===== src/rtl/hlsm_arbiter.sv =====
// hlsm_arbiter: round-robin sharing of one HLSM datapath among NUM_REQ requesters.
// Optional WAIT-state timeout is built when HLSM_ARB_TIMEOUT_EN is defined.

module hlsm_arbiter #(
    parameter int NUM_REQ        = 4,
    parameter int DATAWIDTH      = 16,
    parameter int TIMEOUT_CYCLES = 64
) (
    input  logic                           Clk,
    input  logic                           Rst,
    input  logic [NUM_REQ-1:0]             ReqValid,
    input  logic [NUM_REQ*5*DATAWIDTH-1:0] ReqData,
    output logic [NUM_REQ-1:0]             ReqReady,
    output logic [NUM_REQ-1:0]             RespValid,
    output logic signed [DATAWIDTH-1:0]    RespData,
    output logic                           RespErr,
    output logic                           HlsmStart,
    output logic signed [DATAWIDTH-1:0]    HlsmA,
    output logic signed [DATAWIDTH-1:0]    HlsmB,
    output logic signed [DATAWIDTH-1:0]    HlsmC,
    output logic signed [DATAWIDTH-1:0]    HlsmD,
    output logic signed [DATAWIDTH-1:0]    HlsmE,
    input  logic                           HlsmDone,
    input  logic signed [DATAWIDTH-1:0]    HlsmI
);

    localparam int LW = $clog2(NUM_REQ);
    localparam int JW = 5 * DATAWIDTH;

    typedef enum logic [1:0] {
        IDLE,
        ISSUE,
        WAIT,
        RESP
    } state_t;

    state_t             state;
    state_t             state_nxt;
    logic [LW-1:0]      last;
    logic [LW-1:0]      winner;
    logic               found;
    logic [JW-1:0]      job;
    logic [NUM_REQ-1:0] grant;
    logic               tmo_hit;

    // Reject unsupported configurations at elaboration
    if (NUM_REQ < 2 || NUM_REQ > 8 || TIMEOUT_CYCLES < 1) begin : g_bad_param
        $error("hlsm_arbiter: parameter out of range");
    end

    // Rotating-priority search starting just after the last grant
    always_comb begin
        int idx;
        found  = 1'b0;
        winner = last;
        idx    = 0;
        for (int i = 1; i <= NUM_REQ; i++) begin
            idx = (int'(last) + i) % NUM_REQ;
            if (!found && ReqValid[LW'(idx)]) begin
                found  = 1'b1;
                winner = LW'(idx);
            end
        end
    end

    // Select the operand slice of the winning requester
    always_comb begin
        job = '0;
        for (int k = 0; k < NUM_REQ; k++) begin
            if (winner == LW'(k)) begin
                job = ReqData[k*JW +: JW];
            end
        end
    end

    assign grant = {{(NUM_REQ-1){1'b0}}, 1'b1} << last;

    // Next-state and handshake outputs decoded from the current state
    always_comb begin
        state_nxt = state;
        HlsmStart = 1'b0;
        ReqReady  = '0;
        RespValid = '0;
        unique case (state)
            IDLE: begin
                if (found) state_nxt = ISSUE;
            end
            ISSUE: begin
                HlsmStart = 1'b1;
                ReqReady  = grant;
                state_nxt = WAIT;
            end
            WAIT: begin
                if (HlsmDone || tmo_hit) state_nxt = RESP;
            end
            RESP: begin
                RespValid = grant;
                state_nxt = IDLE;
            end
            default: state_nxt = IDLE;
        endcase
    end

    // State register
    always_ff @(posedge Clk) begin
        if (Rst) state <= IDLE;
        else     state <= state_nxt;
    end

    // Grant pointer, operand latch and result capture
    always_ff @(posedge Clk) begin
        if (Rst) begin
            last     <= LW'(NUM_REQ - 1);
            HlsmA    <= '0;
            HlsmB    <= '0;
            HlsmC    <= '0;
            HlsmD    <= '0;
            HlsmE    <= '0;
            RespData <= '0;
        end else begin
            if (state == IDLE && found) begin
                last <= winner;
                {HlsmA, HlsmB, HlsmC, HlsmD, HlsmE} <= job;
            end
            if (state == WAIT && HlsmDone) begin
                RespData <= HlsmI;
            end else if (tmo_hit) begin
                RespData <= '0;
            end
        end
    end

`ifdef HLSM_ARB_TIMEOUT_EN
    localparam int CW = $clog2(TIMEOUT_CYCLES + 1);

    logic [CW-1:0] wait_cnt;
    logic          err_q;

    // Done on the final WAIT cycle beats the timeout
    assign tmo_hit = (state == WAIT) && !HlsmDone &&
                     (wait_cnt == CW'(TIMEOUT_CYCLES - 1));

    // WAIT-cycle counter, cleared while issuing so each job starts at zero
    always_ff @(posedge Clk) begin
        if (Rst)                 wait_cnt <= '0;
        else if (state == ISSUE) wait_cnt <= '0;
        else if (state == WAIT)  wait_cnt <= wait_cnt + CW'(1);
    end

    // Error flag records how the most recent WAIT ended
    always_ff @(posedge Clk) begin
        if (Rst)                            err_q <= 1'b0;
        else if (state == WAIT && HlsmDone) err_q <= 1'b0;
        else if (tmo_hit)                   err_q <= 1'b1;
    end

    assign RespErr = err_q;
`else
    assign tmo_hit = 1'b0;
    assign RespErr = 1'b0;
`endif

endmodule


===== config.mk =====
export PLATFORM = sky130hd
export DESIGN_NAME = hlsm_arbiter
export DESIGN_NICKNAME = d
export VERILOG_FILES = /design/src/rtl/hlsm_arbiter.sv
export SDC_FILE = /design/constraint.sdc
export NUM_CORES = 1
export LEC_CHECK = 0
export BUFFER_PORTS_ARGS = -buffer_cell sky130_fd_sc_hd__buf_2
export CORE_AREA = 2 2 177 179
export CTS_CLUSTER_SIZE = 40
export DETAILED_ROUTE_END_ITERATION = 8
export DIE_AREA = 0 0 179 181
export PLACE_DENSITY = 0.56
export SETUP_SLACK_MARGIN = 0.3
export SYNTH_ARGS = -nofsm -noshare
export SYNTH_HDL_FRONTEND = slang
export SYNTH_SLANG_ARGS = --single-unit

===== constraint.sdc =====
create_clock -name Clk -period 2.55 [get_ports Clk]
set_input_delay 0.255 -clock Clk [delete_from_list [all_inputs] [get_ports Clk]]
set_output_delay 0.255 -clock Clk [all_outputs]
set_load 0.005 [all_outputs]

Word-level counts from Yosys, hierarchy flattened --
Cells that the tools add are included.
Storage, ports and cells: logic and storage cells 66, bits in registers 100
Cells by class: add/sub/neg operators 4, muxes and demuxes 30, equal/unequal tests 8, reduce and logical (&&, ||, !) cells 11, $lt $le $gt $ge 4, shifts and indexed selects 1
Operator list (count):
- $mux W80 | 4
- $lt A2 B4 Y1 const B | 4
- $mux W1 | 13
- $mux W2 | 6
- $bmux W1 S2 | 4
- $eq A2 B2 Y1 const B | 4
- $mux W4 | 2
- $pmux W2 S4 | 1
- $logic_and A1 B1 Y1 | 5
- $add A2 B1 Y2 const B | 2
- $add A2 B2 Y2 const B | 2
- $eq A2 B1 Y1 const B | 2
- $logic_not A2 Y1 | 2
- $ne A2 B2 Y1 const B | 2
- $shl A1 B2 Y4 const A | 1
- $logic_not A1 Y1 | 3
- $reduce_and A2 Y1 | 1

Logic depth before layout (Yosys ltp) --
Gate-level depths: netlist of run 1.
word-level depth 19, depth in mapped cells 11, depth with buffers taken out 8

Least setup slack after synthesis of run 1 --
OpenSTA, ideal clock, no wires.
path kind register -> register, from reg last[0], to reg HlsmC[0], period minus slack after synthesis 2.562 ns, setup slack -0.012 ns, cell stages (with the launch flop) 12, arrival 2.428 ns, buffers on the path 3, library setup time 0.134 ns, cell sequence dfxtp_1 buf_6 inv_1 ha_1 mux4_2 inv_2 a21oi_4 buf_6 nor2_8 buf_8 mux2i_1 o211ai_1
Between the ends: longest elaborated chain between the ends 19, elaborated cells on any way between the ends 39, those cells by class add/sub: 4; eq/ne: 3; mux: 24; reduce/logical: 8
Ends and longest elaborated chain:
- from (decl) | line 39 | logic [LW-1:0] last;
- from (signal assigned) | line 113 | last <= LW'(NUM_REQ - 1);
- from (signal assigned) | line 122 | last <= winner;
- $add A2 B1 Y2 | line 58 | idx = (int'(last) + i) % NUM_REQ;
- $bmux W1 S2 | line 59 | if (!found && ReqValid[LW'(idx)]) begin
- $mux W1 (implied by the code) (2 in series) | line 59
- $mux W1 | line 59
- $logic_not A1 Y1 | line 59
- $logic_and A1 B1 Y1 | line 59
- $mux W1 | line 59
- $logic_not A1 Y1 | line 59
- $logic_and A1 B1 Y1 | line 59
- $mux W1 | line 59
- $logic_not A1 Y1 | line 59
- $logic_and A1 B1 Y1 | line 59
- $mux W2 | line 59
- $logic_not A2 Y1 | line 70 | if (winner == LW'(k)) begin
- $mux W80 (4 in series) | line 70
- to (signal assigned) | line 123 | {HlsmA, HlsmB, HlsmC, HlsmD, HlsmE} <= job;
- to (decl) | line 20 | output logic signed [DATAWIDTH-1:0] HlsmC,
Several ways; a longest one is shown, not always the timed one. The select of a mux whose other input is x is not followed. A chain may end at the register's enable or synchronous reset.

Worst setup path after layout of run 1 --
Same ends and word-level chain as after synthesis.

==> tab_implementation.tex, run 1 <==
\begin{tabular}{lr}
\hline
Metric & Value \\
\hline
\multicolumn{2}{l}{\textbf{Outcome}} \\
Run status & finished, final reports clean \\
\multicolumn{2}{l}{\textbf{Yosys}} \\
Mux contribution to synthesized area & 0.143 \\
Number of instances in the synthesized netlist & 766 \\
Mapped Nets & 1117 \\
Cell variety after synth & 43 \\
Total of warnings raised by yosys & 0 \\
Simple-gate share of the synthesized area & 0.164 \\
Post-synthesis sequential area ratio & 0.318 \\
Post-synth top area cell & sky130\_fd\_sc\_hd\_\_dfxtp\_1 \\
Post-synthesis adder-cell area fraction & 0.0159 \\
Main combinational cell family by area after synthesis & compound AO/OA/AOI/OAI gates \\
Synthesized-area fraction occupied by xor and xnor cells & 0.00139 \\
Async SR Flop Fraction & 0 \\
Compound-gate portion of the synthesized area & 0.281 \\
Syn avg cell area & 8.22 sq um \\
Dominant synthesized flop cell & sky130\_fd\_sc\_hd\_\_dfxtp\_1 \\
Synth Register Bits & 100 \\
Number of enable-type register cells in the synthesized netlist & 0 \\
Mapped Area & 6300 sq um \\
Leading post-synthesis cells by cell area & sky130\_fd\_sc\_hd\_\_dfxtp\_1 (32\%), sky130\_fd\_sc\_hd\_\_mux2i\_1 (13\%), sky130\_fd\_sc\_hd\_\_a21o\_1 (9.4\%) \\
Fraction of post-synthesis cell area in the top cell type by area & 0.318 \\
\multicolumn{2}{l}{\textbf{Detailed routing}} \\
Via/cell ratio & 4.70 \\
Post-detailed-route wirelength per cell & 19.5 um \\
Detailed Route Iter0 Violations & 368 \\
Drt first pass iters & 5 \\
Number of nets still failing antenna checks after routing & 0 \\
Routed WL & 32.0 mm \\
Remaining DRCs & 0 \\
Via Count & 7685 \\
\multicolumn{2}{l}{\textbf{STA}} \\
Setup slack after layout & 0.125 ns \\
Highest attainable clock frequency & 412 MHz \\
RSZ-0062 raised after global routing & yes \\
Final critical-path required period & 2.43 ns \\
Transition at the pin with the smallest max-transition slack & 0.600 ns \\
Endpoints failing setup & 0 \\
Ratio of final minimum period to clock period & 0.951 \\
Clock tree skew after final layout & 0.0141 ns \\
Total count of max-transition violations in the final report & 0 \\
Total negative slack for setup checks & 0 ns \\
Max-slew headroom & 0.600 \\
Endpoints failing hold & 0 \\
\multicolumn{2}{l}{\textbf{Power and ir drop}} \\
Combinational cell fraction of total power & 0.720 \\
Leakage power figure & 0.00486 uW \\
Switch Pwr & 5670 uW \\
Internal power of the cells & 7720 uW \\
Areal power density over the cells & 1280 nW/um\^{}2 \\
Part of the total power dissipated in the clock network & 0.112 \\
Sequential power share & 0.168 \\
Worst IR Drop VDD & 0.000496 V \\
Switching portion of total power & 0.423 \\
\multicolumn{2}{l}{\textbf{Worst hold path}} \\
Hold-critical path depth & 3 \\
Worst hold path type & primary input to register \\
Hold endpoint & RespData[8] \\
Worst hold start & HlsmI[8] \\
\multicolumn{2}{l}{\textbf{Worst setup path}} \\
Required time of the critical path & 2.79 ns \\
Series of cell instances along the critical path & inv\_2 -> ha\_4 -> mux4\_2 -> buf\_6 -> nand2b\_4 -> a21oi\_4 -> nor2\_8 -> buf\_6 -> buf\_12 -> clkbuf\_16 -> mux2i\_4 -> o211ai\_1 \\
Flop-to-flop setup slack & 0.12 ns \\
Worst Setup Path Type & register to register \\
Worst Reg-to-Reg Cells & 12 \\
Capture instance of the worst register-to-register path & HlsmC[0] \\
Dominant cell type by count on the critical path & sky130\_fd\_sc\_hd\_\_buf\_6 \\
Highest fanout seen on the critical path & 6 \\
Reg-to-reg startpoint & last[0] \\
Worst EP arrival & 2.67 ns \\
Endpoint kind of the worst setup timing path & register \\
Delay contributed by the slowest stage of the critical path & 0.37 ns \\
Kind of launch point of the worst setup path & register \\
Master of the slowest instance on the critical path & sky130\_fd\_sc\_hd\_\_dfxtp\_4 \\
\multicolumn{2}{l}{\textbf{Clocking}} \\
Source-to-sink clock delay at the later pin of the worst-skew pair & 0.36 ns \\
Deepest clock path buffer count & 2 \\
TritonCTS Buffers & 9 \\
Number of sinks driven by the clock tree & 100 \\
CTS root buffer & sky130\_fd\_sc\_hd\_\_clkbuf\_16 \\
H-tree depth & 3 \\
CTS tree & done \\
Clock transition at path regs & 0.08 ns \\
\multicolumn{2}{l}{\textbf{Finish}} \\
Final-stage net count & 1582 \\
Finished Core Util & 0.344 \\
Leading cell type in the layout, fill and taps excluded & sky130\_fd\_sc\_hd\_\_buf\_2 \\
Fraction of layout instances using a drive strength above 1 & 0.476 \\
Area grow syn2layout & 65.7\% \\
Non-filler cells, final & 1636 \\
Top library cells by usage in the layout, fill and taps aside & sky130\_fd\_sc\_hd\_\_buf\_2 (447), sky130\_fd\_sc\_hd\_\_nand2\_1 (114), sky130\_fd\_sc\_hd\_\_dfxtp\_1 (98) \\
Final standard cell area without fillers & 10400 sq um \\
\multicolumn{2}{l}{\textbf{GRT}} \\
Final global-route overflow total & 0 \\
Antenna violations before repair & 5 \\
First-pass GRT wire length & 44.4 mm \\
Total GRT Usage & 0.182 \\
Vias in the first global route & 7609 \\
Largest net degree at the start of global routing & 51 \\
\multicolumn{2}{l}{\textbf{Floorplanning}} \\
Area of the core region & 30300 sq um \\
Std cell rows & 64 \\
Floorplan die width & 179 um \\
Die Y-Extent & 181 um \\
Area of the die & 32400 sq um \\
Initial standard-cell utilization of the core & 0.208 \\
Boundary pin count & 449 \\
\multicolumn{2}{l}{\textbf{Placement}} \\
Placement-stage worst setup slack & 0.0365 ns \\
Number of cells in the design after placement & 1567 \\
Count of input and output buffers & 447 \\
Weighted congestion at the end of routability-driven global placement & 0.851 \\
Half-perimeter wire length after detailed placement & 20.5 mm \\
Placed inst area & 9020 sq um \\
\multicolumn{2}{l}{\textbf{Flow run}} \\
Max cap viols & 0 \\
\hline
\end{tabular}
cells in the mapped netlist (7+ instances only):
library cell / instances
sky130_fd_sc_hd__mux2i_1: 80
sky130_fd_sc_hd__and2_1: 9
sky130_fd_sc_hd__a21oi_1: 19
sky130_fd_sc_hd__ha_1: 8
sky130_fd_sc_hd__o211ai_1: 79
sky130_fd_sc_hd__buf_12: 7
sky130_fd_sc_hd__nand3_1: 80
sky130_fd_sc_hd__clkbuf_1: 47
sky130_fd_sc_hd__nand2_1: 114
sky130_fd_sc_hd__o21ai_0: 75
sky130_fd_sc_hd__dfxtp_1: 100
sky130_fd_sc_hd__a21o_1: 79
sequential cells by signal (all words and copies together) (netlist names):
register and count:
RespData 16, HlsmB 16, HlsmA 16, HlsmD 16, state 2, HlsmC 16
last 2, HlsmE 16
power by group through the flow:
stage / Combinational [uW] / Sequential (uW) / Clock (uW)
2_1_floorplan: 4400 / 2300 / 0
3_3_place_gp: 6470 / 2270 / 0
3_5_place_dp: 6590 / 2280 / 0
4_1_cts: 8980 / 2250 / 1560
5_1_grt: 10300 / 2300 / 1620
6_report: 9640 / 2250 / 1500
worst max-delay path, delay by kind of cell (launching register included):
family	cells	cell delay, ns
AO/OA/AOI/OAI	2	0.19
multiplexers	2	0.58
buffers and inverters	5	0.65
flip-flops	1	0.37
adder cells (fa/ha/maj)	1	0.28
AND/OR/NAND/NOR	2	0.25
cell families (layout without fill, tap and decap cells):
family                   Yosys count  count (layout)
AO/OA/AOI/OAI                    266             266
AND/OR/NAND/NOR                  223             223
flip-flops                       100             100
multiplexers                      86              86
buffers and inverters             81             551
adder cells (fa/ha/maj)            8               8
other                              1               5
XOR/XNOR                           1               1
final cells by class:
| cell class | instances | area (sq um) |
|---|---|---|
| multi-input cells | 585 | 4060 |
| diodes | 4 | 10.0 |
| clock buffers | 11 | 243 |
| repair buffers | 528 | 3530 |
| clock inverters | 5 | 60.1 |
| fillers | 3219 | 19900 |
| inverters | 7 | 26.3 |
| well taps | 396 | 495 |
| flip-flops and latches | 100 | 2010 |
stage by stage:
| stage | hold WS (ns) | total power (uW) |
|---|---|---|
| floorplan | 0.356 | 6700 |
| global placement | 0.440 | 8740 |
| detailed placement | 0.445 | 8870 |
| CTS | 0.120 | 12800 |
| global route | 0.129 | 14200 |
| finish | 0.134 | 13400 |
worst max path at each step:
stage / start / end / slack (ns) / cells after the start
final: last[0] / HlsmC[0] / 0.12 / 12
after CTS: last[0] / HlsmE[12] / 0.18 / 11
after detailed placement: last[0] / HlsmD[2] / 0.04 / 8
after global routing: last[0] / HlsmD[5] / 0.04 / 12
after global placement: last[0] / HlsmC[5] / 0.08 / 8
after floorplan: last[0] / HlsmC[1] / 0.03 / 10
routing by layer:
layer / routed length, um / GRT usage / vias up
met5: 12 / 0 / -
met4: 530 / 0.0563 / 2
met3: 2270 / 0.0385 / 25
met2: 16500 / 0.333 / 318
met1: 12700 / 0.208 / 3628
li1: - / - / 3712
timing repair:
item	in CTS	in global routing
hold buffers	0	0
gates cloned	12	5
endpoints found under the setup margin	80	80
gates resized for setup	59	24
buffers inserted	26	6
pin swaps	8	12
Note: power is estimated with default switching activity, not from simulation.
==> run 2: changes to the inputs <==
--- a/config.mk
+++ b/config.mk
@@ -10,6 +10,7 @@
 export CTS_CLUSTER_SIZE = 40
 export DETAILED_ROUTE_END_ITERATION = 8
 export DIE_AREA = 0 0 179 181
+export MAX_ROUTING_LAYER = met4
 export PLACE_DENSITY = 0.56
 export SETUP_SLACK_MARGIN = 0.3
 export SYNTH_ARGS = -nofsm -noshare
==> run 2 against run 1 <==
Against the previous run:
- die area stayed put
- first-iteration DRC count is 7.6% higher
- routed wire length is 0.28% higher
- sequential power hardly changed
- critical path depth stayed put
- cell area is 0.13% lower
- non-clock buffer count stayed put
- critical path type unchanged
- largest power group unchanged
==> tab_implementation.tex, run 2 (synthesis gave the netlist of run 1 again) <==
\begin{tabular}{lr}
\hline
Metric & Value \\
\hline
\multicolumn{2}{l}{\textbf{Outcome}} \\
Run status & finished, final reports clean (unchanged) \\
\multicolumn{2}{l}{\textbf{Detailed routing}} \\
Routed WL & 32.1 mm (was 32.0 mm) \\
Post-detailed-route wirelength per cell & 19.6 um (was 19.5 um) \\
Via Count & 7721 (was 7685) \\
Remaining DRCs & 0 (unchanged) \\
Detailed Route Iter0 Violations & 396 (was 368) \\
Drt first pass iters & 5 (unchanged) \\
Number of nets still failing antenna checks after routing & 0 (unchanged) \\
Via/cell ratio & 4.72 (was 4.70) \\
\multicolumn{2}{l}{\textbf{Placement}} \\
Placement-stage worst setup slack & 0.0365 ns (unchanged) \\
Weighted congestion at the end of routability-driven global placement & 0.864 (was 0.851) \\
Placed inst area & 9020 sq um (unchanged) \\
Count of input and output buffers & 447 (unchanged) \\
Half-perimeter wire length after detailed placement & 20.5 mm (unchanged) \\
\multicolumn{2}{l}{\textbf{Power and ir drop}} \\
Total Power & 13400 uW (about the same) \\
Switching portion of total power & 0.425 (was 0.423) \\
Internal power of the cells & 7690 uW (was 7720 uW) \\
Switch Pwr & 5680 uW (was 5670 uW) \\
Worst IR Drop VDD & 0.000558 V (was 0.000496 V) \\
Leakage power figure & 0.00486 uW (about the same) \\
Part of the total power dissipated in the clock network & 0.113 (was 0.112) \\
Sequential power share & 0.168 (about the same) \\
Combinational cell fraction of total power & 0.719 (was 0.720) \\
Areal power density over the cells & 1280 nW/um\^{}2 (about the same) \\
\multicolumn{2}{l}{\textbf{Clocking}} \\
Clock transition at path regs & 0.08 ns (about the same) \\
CTS root buffer & sky130\_fd\_sc\_hd\_\_clkbuf\_16 (unchanged) \\
TritonCTS Buffers & 9 (unchanged) \\
Number of sinks driven by the clock tree & 100 (unchanged) \\
Number of buffers inserted for hold repair after clock tree synthesis & 0 (unchanged) \\
Source-to-sink clock delay at the later pin of the worst-skew pair & 0.36 ns (about the same) \\
CTS tree & done (unchanged) \\
Deepest clock path buffer count & 2 (unchanged) \\
H-tree depth & 3 (unchanged) \\
\multicolumn{2}{l}{\textbf{Finish}} \\
Final standard cell area without fillers & 10400 sq um (about the same) \\
Leading cell type in the layout, fill and taps excluded & sky130\_fd\_sc\_hd\_\_buf\_2 (unchanged) \\
Filler cells & 3222 (was 3219) \\
Top library cells by usage in the layout, fill and taps aside & sky130\_fd\_sc\_hd\_\_buf\_2 (447), sky130\_fd\_sc\_hd\_\_nand2\_1 (114), sky130\_fd\_sc\_hd\_\_dfxtp\_1 (98) (unchanged) \\
Fraction of layout instances using a drive strength above 1 & 0.477 (was 0.476) \\
Area grow syn2layout & 65.5\% (was 65.7\%) \\
Final-stage net count & 1582 (unchanged) \\
\multicolumn{2}{l}{\textbf{Worst setup path}} \\
Master of the slowest instance on the critical path & sky130\_fd\_sc\_hd\_\_dfxtp\_4 (unchanged) \\
Endpoint kind of the worst setup timing path & register (unchanged) \\
Number of buffers and inverters on the critical path & 5 (unchanged) \\
Dominant cell type by count on the critical path & sky130\_fd\_sc\_hd\_\_buf\_6 (unchanged) \\
Highest fanout seen on the critical path & 6 (unchanged) \\
Reg-to-reg startpoint & last[0] (unchanged) \\
Series of cell instances along the critical path & inv\_2 -> ha\_4 -> mux4\_2 -> buf\_6 -> nand2b\_4 -> a21oi\_4 -> nor2\_8 -> buf\_6 -> buf\_12 -> clkbuf\_16 -> mux2i\_4 -> o211ai\_1 (unchanged) \\
Kind of launch point of the worst setup path & register (unchanged) \\
Top Family by Delay on Critical Path & buffers and inverters (unchanged) \\
Delay contributed by the slowest stage of the critical path & 0.37 ns (about the same) \\
Worst Setup Path Type & register to register (unchanged) \\
Capture instance of the worst register-to-register path & HlsmC[0] (unchanged) \\
Required time of the critical path & 2.79 ns (about the same) \\
Flop-to-flop setup slack & 0.14 ns (was 0.12 ns) \\
Worst EP arrival & 2.66 ns (was 2.67 ns) \\
Worst Reg-to-Reg Cells & 12 (unchanged) \\
\multicolumn{2}{l}{\textbf{Worst hold path}} \\
Worst hold start & HlsmI[8] (unchanged) \\
Worst hold path type & primary input to register (unchanged) \\
Hold endpoint & RespData[8] (unchanged) \\
Hold-critical path depth & 3 (unchanged) \\
\multicolumn{2}{l}{\textbf{STA}} \\
Total negative slack for setup checks & 0 ns (unchanged) \\
Tightest hold margin & 0.132 ns (was 0.134 ns) \\
Transition at the pin with the smallest max-transition slack & 0.601 ns (was 0.600 ns) \\
Clock tree skew after final layout & 0.0139 ns (was 0.0141 ns) \\
Max-slew headroom & 0.600 (about the same) \\
Final critical-path required period & 2.41 ns (was 2.43 ns) \\
Total count of max-transition violations in the final report & 0 (unchanged) \\
Setup slack after layout & 0.137 ns (was 0.125 ns) \\
Ratio of final minimum period to clock period & 0.946 (was 0.951) \\
Endpoints failing setup & 0 (unchanged) \\
Highest attainable clock frequency & 414 MHz (was 412 MHz) \\
Endpoints failing hold & 0 (unchanged) \\
RSZ-0062 raised after global routing & yes (unchanged) \\
\multicolumn{2}{l}{\textbf{GRT}} \\
Antenna violations before repair & 5 (unchanged) \\
First-pass GRT wire length & 44.4 mm (about the same) \\
Largest net degree at the start of global routing & 51 (unchanged) \\
Final global-route overflow total & 0 (unchanged) \\
Total GRT Usage & 0.187 (was 0.182) \\
Vias in the first global route & 7597 (was 7609) \\
\multicolumn{2}{l}{\textbf{Floorplanning}} \\
Area of the die & 32400 sq um (unchanged) \\
Initial standard-cell utilization of the core & 0.208 (unchanged) \\
Boundary pin count & 449 (unchanged) \\
Die Y-Extent & 181 um (unchanged) \\
Area of the core region & 30300 sq um (unchanged) \\
Std cell rows & 64 (unchanged) \\
Floorplan die width & 179 um (unchanged) \\
\multicolumn{2}{l}{\textbf{Flow run}} \\
Max cap viols & 0 (unchanged) \\
\hline
\end{tabular}
[run 2: changes by cell type in the layout (fill, tap and decap cells not counted)]
| cell | before | now |
|---|---|---|
| sky130_fd_sc_hd__buf_8 | 2 | 1 |
| sky130_fd_sc_hd__mux2i_4 | 11 | 9 |
| sky130_fd_sc_hd__buf_12 | 19 | 21 |
| sky130_fd_sc_hd__o21ai_2 | 1 | 2 |
| sky130_fd_sc_hd__o21ai_1 | 9 | 8 |
| sky130_fd_sc_hd__buf_16 | 15 | 14 |
| sky130_fd_sc_hd__mux2i_2 | 10 | 12 |
| sky130_fd_sc_hd__diode_2 | 4 | 5 |
[run 2: metal layers]
layer	track usage	vias to the layer above	part of all wire
li1	-	3717	-
met1	0.210	3662	0.40
met2	0.333	314	0.51
met3	0.0360	28	0.068
met4	0.0559	0	0.018
met5	-	-	0
[run 2: power by group through the flow]
stage	Combinational [uW]	Sequential, uW	Clock, uW
after floorplan	4400	2300	0
after global placement	6470	2270	0
after detailed placement	6590	2280	0
after CTS	8980	2250	1560
after global routing	10200	2300	1620
final	9620	2250	1510
[run 2: layout make-up]
type	instances	area [sq um]	share of cell area
clock inverter	5	60.1	0.00576
timing repair buffer	528	3530	0.339
sequential	100	2010	0.193
clock buffer	11	243	0.0233
tap	396	495	0.0475
antenna	5	12.5	0.00120
multi-input combinational	585	4050	0.389
inverter	7	26.3	0.00252
[run 2: worst reg2reg max path, cell delays in order, from the launching register on]
cell,delay [ns]
sky130_fd_sc_hd__dfxtp_4,0.37
sky130_fd_sc_hd__inv_2,0.05
sky130_fd_sc_hd__ha_4,0.28
sky130_fd_sc_hd__mux4_2,0.33
sky130_fd_sc_hd__buf_6,0.14
sky130_fd_sc_hd__nand2b_4,0.09
sky130_fd_sc_hd__a21oi_4,0.09
sky130_fd_sc_hd__nor2_8,0.16
sky130_fd_sc_hd__buf_6,0.12
sky130_fd_sc_hd__buf_12,0.15
sky130_fd_sc_hd__clkbuf_16,0.20
sky130_fd_sc_hd__mux2i_4,0.24
sky130_fd_sc_hd__o211ai_1,0.09
[run 2: worst max path at each step]
stage          cells after the start  slack, ns  startpoint        end
2_1_floorplan                     10       0.03     last[0]   HlsmC[1]
3_3_place_gp                       8       0.08     last[0]   HlsmC[5]
3_5_place_dp                       8       0.04     last[0]   HlsmD[2]
4_1_cts                           11       0.18     last[0]  HlsmE[12]
5_1_grt                           12       0.04     last[0]   HlsmD[5]
6_report                          12       0.14     last[0]   HlsmC[0]
[run 2: per-stage QoR]
stage	utilization	instances
detailed placement	0.297	1567
CTS	0.335	1621
floorplan	-	766
global route	0.343	1637
global placement	0.297	1567
finish	0.343	1637
[run 2: what timing repair did]
action / CTS / global route
endpoints found under the hold margin: 0 / 0
endpoints found under the setup margin: 80 / 80
gates cloned: 12 / 5
resized for setup: 59 / 23
setup buffers: 26 / 6
pin swaps: 8 / 12
==> run 3: changes to the inputs <==
--- a/config.mk
+++ b/config.mk
@@ -5,13 +5,14 @@
 export SDC_FILE = /design/constraint.sdc
 export NUM_CORES = 1
 export LEC_CHECK = 0
+export ABC_AREA = 1
 export BUFFER_PORTS_ARGS = -buffer_cell sky130_fd_sc_hd__buf_2
-export CORE_AREA = 2 2 177 179
+export CORE_AREA = 2 2 174 176
 export CTS_CLUSTER_SIZE = 40
 export DETAILED_ROUTE_END_ITERATION = 8
-export DIE_AREA = 0 0 179 181
+export DIE_AREA = 0 0 176 178
 export MAX_ROUTING_LAYER = met4
-export PLACE_DENSITY = 0.56
+export PLACE_DENSITY = 0.61
 export SETUP_SLACK_MARGIN = 0.3
 export SYNTH_ARGS = -nofsm -noshare
 export SYNTH_HDL_FRONTEND = slang
==> run 3 against run 2 <==
Against the previous run:
- clock-buffer cell count is 2 lower
- cell count is 26% higher
- cell area is 9.4% higher
- critical endpoint is now HlsmB[4]
- largest power group unchanged
==> tab_implementation.tex, run 3 <==
\begin{tabular}{lr}
\hline
Metric & Value \\
\hline
\multicolumn{2}{l}{\textbf{Finish}} \\
Leading cell type in the layout, fill and taps excluded & sky130\_fd\_sc\_hd\_\_buf\_2 (unchanged) \\
Top library cells by usage in the layout, fill and taps aside & sky130\_fd\_sc\_hd\_\_buf\_2 (448), sky130\_fd\_sc\_hd\_\_nand3\_1 (256), sky130\_fd\_sc\_hd\_\_nand2\_1 (243) (was sky130\_fd\_sc\_hd\_\_buf\_2 (447), sky130\_fd\_sc\_hd\_\_nand2\_1 (114), sky130\_fd\_sc\_hd\_\_dfxtp\_1 (98)) \\
Area grow syn2layout & 57.8\% (was 65.5\%) \\
Finished Core Util & 0.388 (was 0.343) \\
Final-stage net count & 2015 (was 1582) \\
Fraction of layout instances using a drive strength above 1 & 0.390 (was 0.477) \\
Final standard cell area without fillers & 11400 sq um (was 10400 sq um) \\
\multicolumn{2}{l}{\textbf{Placement}} \\
Placed inst area & 9790 sq um (was 9020 sq um) \\
Weighted congestion at the end of routability-driven global placement & 0.914 (was 0.864) \\
Count of input and output buffers & 447 (unchanged) \\
Half-perimeter wire length after detailed placement & 24.2 mm (was 20.5 mm) \\
\multicolumn{2}{l}{\textbf{Yosys}} \\
Mapped Nets & 1575 (was 1117) \\
Synth Register Bits & 100 (unchanged) \\
Syn avg cell area & 5.90 sq um (was 8.22 sq um) \\
Mux contribution to synthesized area & 0 (was 0.143) \\
Async SR Flop Fraction & 0 (unchanged) \\
Post-synthesis sequential area ratio & 0.277 (was 0.318) \\
Main combinational cell family by area after synthesis & simple AND/OR/NAND/NOR gates (was compound AO/OA/AOI/OAI gates) \\
Total of warnings raised by yosys & 0 (unchanged) \\
Post-synthesis adder-cell area fraction & 0.0139 (was 0.0159) \\
Fraction of post-synthesis cell area in the top cell type by area & 0.277 (was 0.318) \\
Synthesized-area fraction occupied by xor and xnor cells & 0 (was 0.00139) \\
Most numerous cell types in the synthesized netlist & sky130\_fd\_sc\_hd\_\_nand3\_1 (290), sky130\_fd\_sc\_hd\_\_nand2\_1 (264), sky130\_fd\_sc\_hd\_\_inv\_1 (179) (was sky130\_fd\_sc\_hd\_\_nand2\_1 (114), sky130\_fd\_sc\_hd\_\_dfxtp\_1 (100), sky130\_fd\_sc\_hd\_\_mux2i\_1 (80), sky130\_fd\_sc\_hd\_\_nand3\_1 (80)) \\
Most frequent cell after synthesis & sky130\_fd\_sc\_hd\_\_nand3\_1 (was sky130\_fd\_sc\_hd\_\_nand2\_1) \\
Simple-gate share of the synthesized area & 0.371 (was 0.164) \\
Compound-gate portion of the synthesized area & 0.139 (was 0.281) \\
Leading post-synthesis cells by cell area & sky130\_fd\_sc\_hd\_\_dfxtp\_1 (28\%), sky130\_fd\_sc\_hd\_\_nand3\_1 (20\%), sky130\_fd\_sc\_hd\_\_nand2\_1 (14\%) (was sky130\_fd\_sc\_hd\_\_dfxtp\_1 (32\%), sky130\_fd\_sc\_hd\_\_mux2i\_1 (13\%), sky130\_fd\_sc\_hd\_\_a21o\_1 (9.4\%)) \\
Number of enable-type register cells in the synthesized netlist & 0 (unchanged) \\
Number of instances in the synthesized netlist & 1224 (was 766) \\
Cell variety after synth & 26 (was 43) \\
Mapped Area & 7220 sq um (was 6300 sq um) \\
Post-synth top area cell & sky130\_fd\_sc\_hd\_\_dfxtp\_1 (unchanged) \\
Dominant synthesized flop cell & sky130\_fd\_sc\_hd\_\_dfxtp\_1 (unchanged) \\
\multicolumn{2}{l}{\textbf{STA}} \\
Clock tree skew after final layout & 0.0116 ns (was 0.0139 ns) \\
Endpoints failing setup & 0 (unchanged) \\
Transition at the pin with the smallest max-transition slack & 0.594 ns (was 0.601 ns) \\
Final critical-path required period & 2.25 ns (was 2.41 ns) \\
Highest attainable clock frequency & 445 MHz (was 414 MHz) \\
Ratio of final minimum period to clock period & 0.882 (was 0.946) \\
RSZ-0062 raised after global routing & yes (unchanged) \\
Total count of max-transition violations in the final report & 0 (unchanged) \\
Max-slew headroom & 0.603 (was 0.600) \\
Total negative slack for setup checks & 0 ns (unchanged) \\
Endpoints failing hold & 0 (unchanged) \\
\multicolumn{2}{l}{\textbf{Detailed routing}} \\
Detailed Route Iter0 Violations & 571 (was 396) \\
Remaining DRCs & 0 (unchanged) \\
Drt first pass iters & 5 (unchanged) \\
Number of nets still failing antenna checks after routing & 0 (unchanged) \\
Via/cell ratio & 4.81 (was 4.72) \\
Routed WL & 36.3 mm (was 32.1 mm) \\
Post-detailed-route wirelength per cell & 17.6 um (was 19.6 um) \\
Via Count & 9954 (was 7721) \\
\multicolumn{2}{l}{\textbf{Worst setup path}} \\
Dominant cell type by count on the critical path & sky130\_fd\_sc\_hd\_\_buf\_12 (was sky130\_fd\_sc\_hd\_\_buf\_6) \\
Series of cell instances along the critical path & inv\_2 -> ha\_4 -> nand3\_2 -> nand2\_4 -> inv\_4 -> nand4\_1 -> nand2\_8 -> buf\_12 -> buf\_12 -> clkbuf\_16 -> o21ai\_1 -> nand3\_1 -> nand2\_1 -> a21oi\_2 (was inv\_2 -> ha\_4 -> mux4\_2 -> buf\_6 -> nand2b\_4 -> a21oi\_4 -> nor2\_8 -> buf\_6 -> buf\_12 -> clkbuf\_16 -> mux2i\_4 -> o211ai\_1) \\
Worst Setup Path Type & register to register (unchanged) \\
Master of the slowest instance on the critical path & sky130\_fd\_sc\_hd\_\_dfxtp\_2 (was sky130\_fd\_sc\_hd\_\_dfxtp\_4) \\
Required time of the critical path & 2.78 ns (was 2.79 ns) \\
Delay contributed by the slowest stage of the critical path & 0.34 ns (was 0.37 ns) \\
Flop-to-flop setup slack & 0.30 ns (was 0.14 ns) \\
Highest fanout seen on the critical path & 9 (was 6) \\
Endpoint kind of the worst setup timing path & register (unchanged) \\
Worst EP arrival & 2.48 ns (was 2.66 ns) \\
Kind of launch point of the worst setup path & register (unchanged) \\
\multicolumn{2}{l}{\textbf{Clocking}} \\
TritonCTS Buffers & 9 (unchanged) \\
H-tree depth & 3 (unchanged) \\
Clock transition at path regs & 0.09 ns (was 0.08 ns) \\
Number of sinks driven by the clock tree & 100 (unchanged) \\
Source-to-sink clock delay at the later pin of the worst-skew pair & 0.36 ns (about the same) \\
Number of buffers inserted for hold repair after clock tree synthesis & 0 (unchanged) \\
Deepest clock path buffer count & 2 (unchanged) \\
CTS root buffer & sky130\_fd\_sc\_hd\_\_clkbuf\_16 (unchanged) \\
CTS tree & done (unchanged) \\
\multicolumn{2}{l}{\textbf{GRT}} \\
Antenna violations before repair & 8 (was 5) \\
Vias in the first global route & 9009 (was 7597) \\
First-pass GRT wire length & 48.2 mm (was 44.4 mm) \\
Final global-route overflow total & 0 (unchanged) \\
Largest net degree at the start of global routing & 86 (was 51) \\
Total GRT Usage & 0.203 (was 0.187) \\
\multicolumn{2}{l}{\textbf{Power and ir drop}} \\
Leakage power figure & 0.00625 uW (was 0.00486 uW) \\
Areal power density over the cells & 1950 nW/um\^{}2 (was 1280 nW/um\^{}2) \\
Worst IR Drop VDD & 0.000917 V (was 0.000558 V) \\
Total Power & 22200 uW (was 13400 uW) \\
\multicolumn{2}{l}{\textbf{Floorplanning}} \\
Std cell rows & 63 (was 64) \\
Area of the die & 31300 sq um (was 32400 sq um) \\
Boundary pin count & 449 (unchanged) \\
Floorplan die width & 176 um (was 179 um) \\
Initial standard-cell utilization of the core & 0.246 (was 0.208) \\
Area of the core region & 29400 sq um (was 30300 sq um) \\
Die Y-Extent & 178 um (was 181 um) \\
\multicolumn{2}{l}{\textbf{Worst hold path}} \\
Worst hold path type & primary input to register (unchanged) \\
\multicolumn{2}{l}{\textbf{Outcome}} \\
Run status & finished, final reports clean (unchanged) \\
\multicolumn{2}{l}{\textbf{Flow run}} \\
Max cap viols & 0 (unchanged) \\
\hline
\end{tabular}
==> run 3: cell count changes in the layout (fill, tap and decap cells not counted), moves of 33 or more <==
cell,change
sky130_fd_sc_hd__inv_1,+172
sky130_fd_sc_hd__nand3_2,+33
sky130_fd_sc_hd__o21ai_1,+43
sky130_fd_sc_hd__mux2i_1,-59
sky130_fd_sc_hd__a21o_1,-79
sky130_fd_sc_hd__a21oi_1,+50
sky130_fd_sc_hd__o211ai_1,-79
sky130_fd_sc_hd__nand3_1,+177
sky130_fd_sc_hd__nand2_1,+129
==> run 3: final cells by class <==
class / instances / area, sq um
antenna: 9 / 22.5
tap: 390 / 488
clock buffer: 9 / 225
fill: 3217 / 18000
inverter: 214 / 823
clock inverter: 7 / 78.8
sequential: 100 / 2000
multi-input combinational: 815 / 4170
timing repair buffer: 524 / 3580
==> run 3: repair_timing <==
| item | in CTS | in global routing |
|---|---|---|
| setup endpoints to repair | 78 | 80 |
| gates resized for setup | 20 | 140 |
| gates cloned | 3 | 20 |
| setup buffers | 6 | 11 |
| pin swaps | 4 | 44 |
==> run 3: report_power, final <==
part           switching (uW)  internal [uW]  leakage [uW]
Combinational           10400           8010       0.00528
Clock                     771            703      0.000149
Sequential                235           2070      0.000824
Total                   11400          10800       0.00625
==> run 3: worst paths after layout <==
kind         startpoint  cells after the start          end
min            HlsmI[7]                      3  RespData[7]
min reg2reg   HlsmE[13]                      2    HlsmE[13]
max             last[1]                     14     HlsmB[4]
max reg2reg     last[1]                     14     HlsmB[4]
==> run 3: metrics by stage <==
stage / hold slack, ns / instances / setup WS, ns
finish: 0.141 / 2068 / 0.301
global route: 0.142 / 2067 / 0.221
CTS: 0.115 / 2028 / 0.311
detailed placement: 0.453 / 2003 / 0.138
global placement: 0.450 / 2003 / 0.237
floorplan: 0.421 / 1224 / 0.380
==> run 3: metal layers <==
layer / global-route usage / up-vias / share of wire
met4: 0.0658 / 0 / 0.025
met2: 0.351 / 541 / 0.50
met3: 0.0409 / 49 / 0.085
li1: - / 4799 / -
met5: - / - / 0
met1: 0.235 / 4565 / 0.39
==> run 3: worst max-delay path, delay by kind of cell, from the launching register on <==
family	cells	cell delay (ns)
fa+ha+maj	1	0.30
flops	1	0.34
buf+inv	5	0.57
simple gates	6	0.72
compound gates	2	0.19
==> run 3: logic make-up after synthesis <==
family / Yosys count
AOI/OAI and AO/OA: 200
adders and majority gates: 8
buffers and inverters: 309
DFF: 100
other: 1
and+or+nand+nor: 606
